## config.mk

```make
export PLATFORM = sky130hd
export DESIGN_NAME = cmp_serial
export DESIGN_NICKNAME = d
export VERILOG_FILES = /design/src/rtl/cmp_serial.sv
export SDC_FILE = /design/constraint.sdc
export NUM_CORES = 1
export LEC_CHECK = 0
export CAP_MARGIN = 30
export CORE_MARGIN = 2
export CORE_UTILIZATION = 51
export DETAILED_ROUTE_END_ITERATION = 10
export GPL_TIMING_DRIVEN = 1
export HOLD_SLACK_MARGIN = 0.15
export PLACE_DENSITY = 0.81
export SETUP_SLACK_MARGIN = 0.3
export SYNTH_ARGS = -nofsm -noshare
export SYNTH_HDL_FRONTEND = slang
export SYNTH_SLANG_ARGS = --single-unit
export TNS_END_PERCENT = 100
```

## constraint.sdc

```tcl
create_clock -name clk -period 2.8 [get_ports clk]
set_input_delay 0.7 -clock clk [delete_from_list [all_inputs] [get_ports clk]]
set_output_delay 0.7 -clock clk [all_outputs]
set_load 0.01 [all_outputs]
```

## src/rtl/cmp_serial.sv

```systemverilog
// Serial magnitude comparator: scans two latched operands 2 bits per cycle, MSB slice first.
// Signed mode flips both sign bits at latch time so the same unsigned slice scan applies.
module cmp_serial #(
  parameter int unsigned DATALEN    = 16,
  parameter int unsigned EARLY_EXIT = 1
) (
  input  logic               clk,
  input  logic               rst_n,
  input  logic               start,
  input  logic               signed_mode,
  input  logic [DATALEN-1:0] A,
  input  logic [DATALEN-1:0] B,
  output logic               busy,
  output logic               done,
  output logic               equal,
  output logic               more,
  output logic               less
);

  localparam int unsigned NumSlices = DATALEN / 2;
  localparam int unsigned IdxW      = $clog2(NumSlices);
  localparam logic [IdxW-1:0] LastIdx = IdxW'(NumSlices - 1);

  typedef enum logic [1:0] {StIdle, StRun, StDone} state_e;

  state_e state_q, state_d;

  logic [DATALEN-1:0] a_q, a_d, b_q, b_d;
  logic [IdxW-1:0]    idx_q, idx_d;
  logic               found_q, found_d;
  logic               gt_q, gt_d;
  logic               equal_q, equal_d;
  logic               more_q, more_d;
  logic               less_q, less_d;

  logic [DATALEN-1:0] a_sh, b_sh;
  logic [1:0]         slice_a, slice_b;
  logic               slice_diff;
  logic               finish;
  logic               accept;
  logic [DATALEN-1:0] sign_flip;

  assign a_sh       = a_q >> {idx_q, 1'b0};
  assign b_sh       = b_q >> {idx_q, 1'b0};
  assign slice_a    = a_sh[1:0];
  assign slice_b    = b_sh[1:0];
  assign slice_diff = (slice_a != slice_b);
  assign finish     = (idx_q == '0) || ((EARLY_EXIT != 0) && slice_diff);
  assign accept     = start && (state_q != StRun);
  assign sign_flip  = {signed_mode, {(DATALEN-1){1'b0}}};

  // State register
  always_ff @(posedge clk or negedge rst_n) begin
    if (!rst_n) begin
      state_q <= StIdle;
    end else begin
      state_q <= state_d;
    end
  end

  // Next-state logic
  always_comb begin
    state_d = state_q;
    unique case (state_q)
      StIdle:  if (start) state_d = StRun;
      StRun:   if (finish) state_d = StDone;
      StDone:  state_d = start ? StRun : StIdle;
      default: state_d = StIdle;
    endcase
  end

  // Output logic
  always_comb begin
    busy = (state_q == StRun);
    done = (state_q == StDone);
  end

  // Datapath next state; the first differing slice decides, later slices are ignored
  always_comb begin
    a_d     = a_q;
    b_d     = b_q;
    idx_d   = idx_q;
    found_d = found_q;
    gt_d    = gt_q;
    equal_d = equal_q;
    more_d  = more_q;
    less_d  = less_q;
    if (accept) begin
      a_d     = A ^ sign_flip;
      b_d     = B ^ sign_flip;
      idx_d   = LastIdx;
      found_d = 1'b0;
      gt_d    = 1'b0;
    end else if (state_q == StRun) begin
      if (!found_q && slice_diff) begin
        found_d = 1'b1;
        gt_d    = (slice_a > slice_b);
      end
      if (finish) begin
        equal_d = !(found_q || slice_diff);
        more_d  = found_q ? gt_q  : (slice_diff && (slice_a > slice_b));
        less_d  = found_q ? !gt_q : (slice_diff && (slice_a < slice_b));
      end else begin
        idx_d = idx_q - IdxW'(1);
      end
    end
  end

  always_ff @(posedge clk or negedge rst_n) begin
    if (!rst_n) begin
      a_q     <= '0;
      b_q     <= '0;
      idx_q   <= '0;
      found_q <= 1'b0;
      gt_q    <= 1'b0;
      equal_q <= 1'b0;
      more_q  <= 1'b0;
      less_q  <= 1'b0;
    end else begin
      a_q     <= a_d;
      b_q     <= b_d;
      idx_q   <= idx_d;
      found_q <= found_d;
      gt_q    <= gt_d;
      equal_q <= equal_d;
      more_q  <= more_d;
      less_q  <= less_d;
    end
  end

  assign equal = equal_q;
  assign more  = more_q;
  assign less  = less_q;

endmodule
```

==> results_dict.tcl, run 1 <==
set metrics [dict create \
    outcome "finished, final reports clean" \
    start_util 0.541 \
    synth_area_um2 2030 \
    p_per_area_nw_per_um2 1130 \
    layout_min_cycle_time_ps 2470 \
    finClkSkew_ps 6.70 \
    max_freq_ghz 0.406 \
    finalHoldViolations 0 \
    start_kind "flip-flop" \
    drv_cap 0 \
    setup_viol 0 \
    syn-num-nets 180 \
    syn_inst 140 \
    cts_buffer_depth 2 \
    end_kind "flip-flop" \
    rows 22 \
    place_area_um2 2470 \
    worstMarginPinSlew_ps 906 \
    grt_pass1_wl_um 6600 \
    cts_made_buffers 5 \
    period_share 0.881 \
    min_path_type "reg2reg" \
    die_width_um 67.0 \
    synth_area_per_cell_um2 14.5 \
    clk_pin_slew_ps 80 \
    viasPerCell 5.72 \
    num_io_pins 41 \
    grt_usage 0.205 \
    final_common_cell "dfrtp_1" \
    drc_errors 0 \
    cpPeakStageDelay_ps 500 \
    hold_buffers 0 \
    num_antenna_cells 0 \
    report.final.slew_viol_count 0 \
    gr-total-overflow 0 \
    firstDrtPassIters 4 \
    drt-initial-drc-count 117 \
    cpMaxStageDelayCell "mux4_2" \
    crit_buf_inv 1 \
    clock_sinks 42 \
    peakVddDrop_mv 0.514 \
    fin_setup_tns_ps 0 \
    drtAntennaViolNets 0 \
    ys_seq_area_frac 0.519 \
    grt_max_degree 43 \
    rsz0062_at_grt "yes" \
    synth_seq_cells 42 \
    cp.arrival_ps 2650 \
    final_cell_mix "dfrtp_1, clkdlybuf4s50_1, mux2_2" \
    cp.required_ps 2990 \
    die_h_um 67.0 \
    synthToLayoutAreaGrowth_pct 28.3 \
    ys_warn_count 0 \
    cp_cell_sequence "buf_8 -> mux4_2 -> mux2_4 -> ha_4 -> nand2b_4 -> a2111o_1 -> a32o_1" \
    die_area_um2 4490 \
    critPathKind "reg2reg" \
    wl_per_cell_um 17.2 \
    worstSkewPairLatency_ps 290 \
    htree_num_levels 2 \
    p_leak_nw 1.11 \
    drive_above_1_share 0.321 \
    drt_wl_total_um 3990 \
    slew_headroom 0.396 \
    dr_total_vias 1328 \
    grt_pass1_vias 1364 \
    worstPathMaxFanout 6 \
    cts_root_buf "clkbuf_8" \
    gp_congestion 0.813 \
    portBuffers 40 \
    finalNetCount 223 \
    cts_tree "done" \
    dp_hpwl_um 2730 \
    path_delay_family "multiplexers" \
    stdcell_area_um2 2600 \
    core_area_um2 3740 \
    antenna_found_initial 0 \
    ys_types 31 \
]
power breakdown:
part           switching [mW]  internal (mW)
clock network           0.198          0.199
logic                   0.613          0.866
registers               0.182          0.873
total                   0.993           1.94
repair_timing:
item | in CTS | in global routing
pin swaps | 1 | 3
setup endpoints to repair | 8 | 4
gates resized for setup | 9 | 7
setup buffers | 3 | 1
layout make-up:
type | count | area (um^2)
clock inverter | 1 | 5.00
tap | 48 | 60.1
timing repair buffer | 45 | 440
clock buffer | 7 | 86.3
sequential | 42 | 1050
multi-input combinational | 84 | 936
inverter | 5 | 18.8
fill | 279 | 1140
registers in the layout, indices dropped and copies added, names as in the netlist:
| signal | flops |
|---|---|
| b_q | 16 |
| less | 1 |
| gt_q | 1 |
| more | 1 |
| idx_q | 3 |
| state_q | 2 |
| a_q | 16 |
| equal | 1 |
| found_q | 1 |
layer usage:
metal  part of all wire  track usage
met5                  0            0
met4              0.019        0.115
met3              0.047       0.0422
met2               0.50        0.321
met1               0.43        0.265
cells by family after synthesis:
group / after synthesis / share of synthesized area
DFF: 42 / 0.519
xor gates and xnor gates: 2 / 0.00865
adders and majority gates: 4 / 0.0247
and+or+nand+nor: 13 / 0.0377
buffers and inverters: 14 / 0.0364
muxes: 45 / 0.307
AOI/OAI and AO/OA: 20 / 0.0667
stage by stage:
step                worst slack (ps)  power, mW  hold slack, ps  utilization  std cells
detailed placement              64.8       2.36             489        0.659        220
global route                     299       3.11             517        0.694        232
global placement                 163       2.27             480        0.659        220
finish                           334       2.93             502        0.694        232
CTS                              297       2.83             501        0.693        231
floorplan                        328       2.07             404            -        140
synth_stat cells:
library cell   n  share of area
a21oi_1        5          0.012
nand2_1        1         0.0019
dfrtp_1       42           0.52
buf_4          3          0.011
mux2i_1        4          0.020
a2111o_1       1         0.0056
mux2_2        32           0.18
a21oi_2        1         0.0043
nand4_1        1         0.0031
a32o_1         1         0.0049
nor2b_1        2         0.0062
and2_1         1         0.0031
o21ai_0        6          0.015
buf_2          2         0.0049
buf_6          1         0.0056
mux4_1         8           0.10
and4_1         1         0.0043
nand2b_1       3         0.0093
clkbuf_1       3         0.0056
inv_1          5         0.0093
nand3_1        1         0.0025
ha_1           4          0.025
a211o_1        1         0.0043
nor3_1         1         0.0025
a221oi_1       2         0.0086
mux2_1         1         0.0056
nor2_1         1         0.0019
xnor2_1        2         0.0086
a31oi_1        1         0.0031
a2bb2oi_1      2         0.0086
nand2_2        1         0.0031
worst paths after layout:
path / startpoint / to / slack (ps) / cells after the start
setup / recovery: idx_q[0] / gt_q / 330 / 7
hold / removal: b_q[9] / b_q[9] / 500 / 1
setup reg to reg: idx_q[0] / gt_q / 330 / 7
hold reg to reg: b_q[9] / b_q[9] / 500 / 1
max in group asynchronous: rst_n / idx_q[0] / 1650 / 1
min in group asynchronous: rst_n / state_q[0] / 530 / 1
(Power assumes the default switching activity.)
==> inputs of run 2 (changes only) <==
--- a/config.mk
+++ b/config.mk
@@ -7,11 +7,13 @@
 export LEC_CHECK = 0
 export CAP_MARGIN = 30
 export CORE_MARGIN = 2
-export CORE_UTILIZATION = 51
+export CORE_UTILIZATION = 53
+export CTS_BUF_LIST = sky130_fd_sc_hd__clkbuf_8
 export DETAILED_ROUTE_END_ITERATION = 10
+export GPL_ROUTABILITY_DRIVEN = 1
 export GPL_TIMING_DRIVEN = 1
 export HOLD_SLACK_MARGIN = 0.15
-export PLACE_DENSITY = 0.81
+export PLACE_DENSITY = 0.84
 export SETUP_SLACK_MARGIN = 0.3
 export SYNTH_ARGS = -nofsm -noshare
 export SYNTH_HDL_FRONTEND = slang
==> run 2 against run 1 <==
  * Cell area is 0.63% higher
  * First-iteration DRC count is 15% lower
  * Via count is 1.3% lower
  * Count of clock-buffer cells in the layout is 1 lower
  * Non-clock buffer count stayed put
  * Core utilization is 2.0 points higher
  * Critical path type unchanged
  * Largest power group unchanged
  * Highest routed layer unchanged
==> results_dict.tcl, run 2 (synthesis gave the netlist of run 1 again) <==
set metrics [dict create \
    outcome "finished, final reports clean" \
    rsz0062_at_grt "yes" \
    grt_pass1_vias 1402 \
    end_kind "flip-flop" \
    grt_max_degree 43 \
    wl_per_cell_um 17.1 \
    peakVddDrop_mv 0.600 \
    drt_wl_total_um 3960 \
    total_power_mw 2.98 \
    worstSkewPairLatency_ps 290 \
    drt-initial-drc-count 99 \
    p_leak_nw 1.13 \
    drc_errors 0 \
    fin_setup_tns_ps 0 \
    whs_ps 504 \
    clk_pin_slew_ps 80 \
    core_area_um2 3660 \
    cts_made_buffers 5 \
    final_common_cell "dfrtp_1" \
    num_io_pins 41 \
    max_freq_ghz 0.405 \
    finalHoldViolations 0 \
    clock_sinks 42 \
    die_h_um 65.8 \
    antenna_found_initial 0 \
    layout_min_cycle_time_ps 2470 \
    drtAntennaViolNets 0 \
    portBuffers 40 \
    drive_above_1_share 0.311 \
    synthToLayoutAreaGrowth_pct 29.1 \
    grt_pass1_wl_um 6600 \
    dp_hpwl_um 2800 \
    worstPathMaxFanout 7 \
    hold_buffers 0 \
    gp_congestion 0.801 \
    min_path_type "reg2reg" \
    start_kind "flip-flop" \
    cts_buffer_depth 2 \
    cpMostUsedCell "mux2_2" \
    cpMaxStageDelayCell "mux4_1" \
    die_area_um2 4330 \
    dr_total_vias 1311 \
    cp.arrival_ps 2650 \
    firstDrtPassIters 4 \
    viasPerCell 5.68 \
    cp_cell_sequence "buf_4 -> mux4_1 -> mux2_2 -> ha_4 -> and2_2 -> a21oi_4 -> mux2_2" \
    htree_num_levels 2 \
    num_antenna_cells 0 \
    cp.required_ps 2980 \
    finalNetCount 223 \
    worstMarginPinSlew_ps 904 \
    final_cell_mix "dfrtp_1, clkdlybuf4s50_1, mux2_2" \
    report.final.slew_viol_count 0 \
    stdcell_area_um2 2620 \
    cts_root_buf "clkbuf_8" \
    start_util 0.553 \
    drv_cap 0 \
    cpPeakStageDelay_ps 530 \
    critPathKind "reg2reg" \
    period_share 0.881 \
    setup_viol 0 \
    finClkSkew_ps 7.12 \
    rows 22 \
    die_width_um 65.8 \
    top_regs "a_q (16), b_q (16), idx_q (3)" \
    cts_tree "done" \
    place_area_um2 2470 \
    p_per_area_nw_per_um2 1140 \
    gr-total-overflow 0 \
    slew_headroom 0.397 \
    grt_usage 0.208 \
]
run 2: metrics by stage:
stage | utilization | setup WS [ps] | std cells
6_report | 0.714 | 334 | 231
5_1_grt | 0.714 | 230 | 231
4_1_cts | 0.713 | 284 | 230
3_5_place_dp | 0.674 | 81.5 | 220
3_3_place_gp | 0.674 | 175 | 220
2_1_floorplan | - | 328 | 140
run 2: cell type report:
class                           instances  area, um^2
Clock buffer                            6        82.6
Timing Repair Buffer                   45         437
Sequential cell                        42        1050
Fill cell                             267        1050
Multi-Input combinational cell         84         935
Clock inverter                          1        30.0
Tap cell                               48        60.1
Inverter                                5        18.8
run 2: report_power, final:
part	switching, mW	internal [mW]
Sequential	0.182	0.873
Combinational	0.609	0.838
Clock	0.195	0.285
Total	0.986	2.00
run 2: worst max-delay path: cells and delay by family, from the launching register on:
kind,cells,cell delay [ps]
simple gates,1,230
flops,1,380
buf+inv,1,150
mux,3,1170
fa+ha+maj,1,260
compound gates,1,170
run 2: repair_timing:
item                       in CTS  in global routing
resized for setup               8                  4
setup endpoints to repair       8                  5
pin swaps                       0                  3
cloned                          0                  0
buffers inserted                3                  1
run 2: metal layers:
layer  wire, um  vias to the layer above  track usage
met1       1590                      650        0.253
met5          0                        -            0
met4         92                        0       0.0990
li1           -                      600            -
met2       2060                       51        0.346
met3        220                       10       0.0528
run 2: path summary, 6_finish.rpt:
check	start	end	slack, ps	cells past startpoint
max	idx_q[0]	equal	330	7
max reg2reg	idx_q[0]	equal	330	7
min reg2reg	b_q[12]	b_q[12]	500	1
min in group asynchronous	rst_n	state_q[0]	530	1
min	b_q[12]	b_q[12]	500	1
max in group asynchronous	rst_n	idx_q[0]	1650	1
==> inputs of run 3 (changes only) <==
--- a/config.mk
+++ b/config.mk
@@ -7,13 +7,13 @@
 export LEC_CHECK = 0
 export CAP_MARGIN = 30
 export CORE_MARGIN = 2
-export CORE_UTILIZATION = 53
+export CORE_UTILIZATION = 48
 export CTS_BUF_LIST = sky130_fd_sc_hd__clkbuf_8
 export DETAILED_ROUTE_END_ITERATION = 10
 export GPL_ROUTABILITY_DRIVEN = 1
 export GPL_TIMING_DRIVEN = 1
 export HOLD_SLACK_MARGIN = 0.15
-export PLACE_DENSITY = 0.84
+export PLACE_DENSITY = 0.8
 export SETUP_SLACK_MARGIN = 0.3
 export SYNTH_ARGS = -nofsm -noshare
 export SYNTH_HDL_FRONTEND = slang
==> constraint.sdc (replaced) <==
create_clock -name clk -period 2 [get_ports clk]
set_input_delay 0.5 -clock clk [delete_from_list [all_inputs] [get_ports clk]]
set_output_delay 0.5 -clock clk [all_outputs]
set_load 0.01 [all_outputs]
==> run 3 against run 2 <==
  * The flow now finishes with violations (negative setup slack)
  * Cell area grew 5.1%
  * Sequential power is 38% higher
  * Count of clock-buffer cells in the layout down 1
  * Via count grew 3.9%
  * Non-clock buffer count grew 10
  * Largest cell class unchanged
==> results_dict.tcl, run 3 (synthesis gave the netlist of run 1 again) <==
set metrics [dict create \
    outcome "finished with violations" \
    violations "negative setup slack" \
    portBuffers 40 \
    peakVddDrop_mv 0.730 \
    final_common_cell "dfrtp_1" \
    cts_buffer_depth 2 \
    critPathKind "reg2reg" \
    period_share 1.18 \
    swShare 0.341 \
    grt_max_degree 43 \
    wl_per_cell_um 16.8 \
    pwr-share-clk 0.105 \
    drt-initial-drc-count 39 \
    die_h_um 69.0 \
    cp.arrival_ps 2530 \
    place_area_um2 2570 \
    min_path_type "in2async" \
    slew_headroom 0.650 \
    grt_busiest_layer "met2" \
    die_area_um2 4760 \
    dr_total_vias 1362 \
    rows 23 \
    grt_pass1_wl_um 6960 \
    start_util 0.503 \
    num_io_pins 41 \
    seq_power_share 0.311 \
    worstMarginPinSlew_ps 524 \
    p_per_area_nw_per_um2 1710 \
    antenna_found_initial 0 \
    drtAntennaViolNets 0 \
    die_width_um 69.0 \
    grt_pass1_vias 1485 \
    cts_tree "done" \
    layout_min_cycle_time_ps 2350 \
    htree_num_levels 2 \
    dp_hpwl_um 3010 \
    p_comb_frac 0.583 \
    cts_root_buf "clkbuf_8" \
    cp.required_ps 2170 \
    synthToLayoutAreaGrowth_pct 35.6 \
    top_regs "a_q (16), b_q (16), idx_q (3)" \
    gr-total-overflow 0 \
    final_cell_mix "dfrtp_1, clkdlybuf4s50_1, mux2_2" \
    grt_usage 0.203 \
    max_freq_ghz 0.425 \
    met3_usage 0.0552 \
    met2_usage 0.347 \
    end_kind "flip-flop" \
    cts_made_buffers 5 \
    worstSkewPairLatency_ps 290 \
    core_area_um2 4030 \
    report.final.slew_viol_count 0 \
    drc_errors 0 \
    clk_pin_slew_ps 80 \
    drv_cap 0 \
    firstDrtPassIters 4 \
    grt_use_met1 0.245 \
    setup_viol 10 \
    start_kind "flip-flop" \
    stdcell_area_um2 2750 \
    finalNetCount 233 \
    num_antenna_cells 0 \
    p_leak_nw 1.19 \
    viasPerCell 5.60 \
    finalHoldViolations 0 \
    fin_ws_ps -352 \
    p_sw_mw 1.60 \
    rsz0062_at_grt "yes" \
    clock_sinks 42 \
    gp_congestion 0.772 \
    drive_above_1_share 0.409 \
    p_int_mw 3.09 \
    worstPathMaxFanout 4 \
    drt_wl_total_um 4080 \
    finClkSkew_ps 8.03 \
    dp_slack_ps -393 \
]
run 3: critical path, cell delays in order (launching register included):
cell and delay, ps:
dfrtp_1 380, buf_6 130, mux4_2 480, mux2_4 290
ha_4 220, nand2b_4 140, a2111o_1 370, a32o_1 230
run 3: through the flow:
| stage | hold slack (ps) | cells | power, mW | util | setup TNS, ps |
|---|---|---|---|---|---|
| 3_3_place_gp | 492 | 233 | 3.62 | 0.639 | -2100 |
| 2_1_floorplan | 204 | 140 | 3.10 | - | -1890 |
| 3_5_place_dp | 489 | 233 | 3.75 | 0.639 | -2590 |
| 4_1_cts | 288 | 243 | 4.65 | 0.677 | -2170 |
| 6_report | 272 | 243 | 4.69 | 0.682 | -2150 |
| 5_1_grt | 323 | 243 | 5.00 | 0.682 | -3010 |
run 3: per-layer routing:
| layer | vias up | wire length (um) |
|---|---|---|
| met3 | 10 | 183 |
| li1 | 626 | - |
| met2 | 44 | 2070 |
| met4 | 0 | 96 |
| met5 | - | 0 |
| met1 | 682 | 1730 |
run 3: cell type report:
type | count | area, um^2
clock buffer | 5 | 68.8
tap | 50 | 62.6
inverter | 5 | 18.8
clock inverter | 2 | 7.51
sequential | 42 | 1050
timing repair buffer | 55 | 551
multi-input combinational | 84 | 988
fill | 295 | 1280
run 3: timing repair:
action	4_1_cts	5_1_grt
endpoints found under the setup margin	13	12
gates resized for setup	19	5
hold buffers	0	0
pin swaps	7	3
setup buffers	3	0
run 3: power by group through the flow:
stage | clock network [mW] | registers [mW] | logic, mW
finish | 0.493 | 1.46 | 2.74
floorplan | 0 | 1.36 | 1.74
global route | 0.545 | 1.50 | 2.96
detailed placement | 0 | 1.46 | 2.28
CTS | 0.510 | 1.46 | 2.68
global placement | 0 | 1.45 | 2.16
run 3: final timing paths:
check | start | end | slack [ps] | depth (start not counted)
worst max-delay path | idx_q[0] | gt_q | -350 | 7
worst min-delay path | rst_n | more | 270 | 2
worst max register to register | idx_q[0] | gt_q | -350 | 7
worst min register to register | b_q[13] | b_q[13] | 510 | 1
max in group asynchronous | rst_n | a_q[4] | 1370 | 2
min in group clk | b_q[13] | b_q[13] | 510 | 1
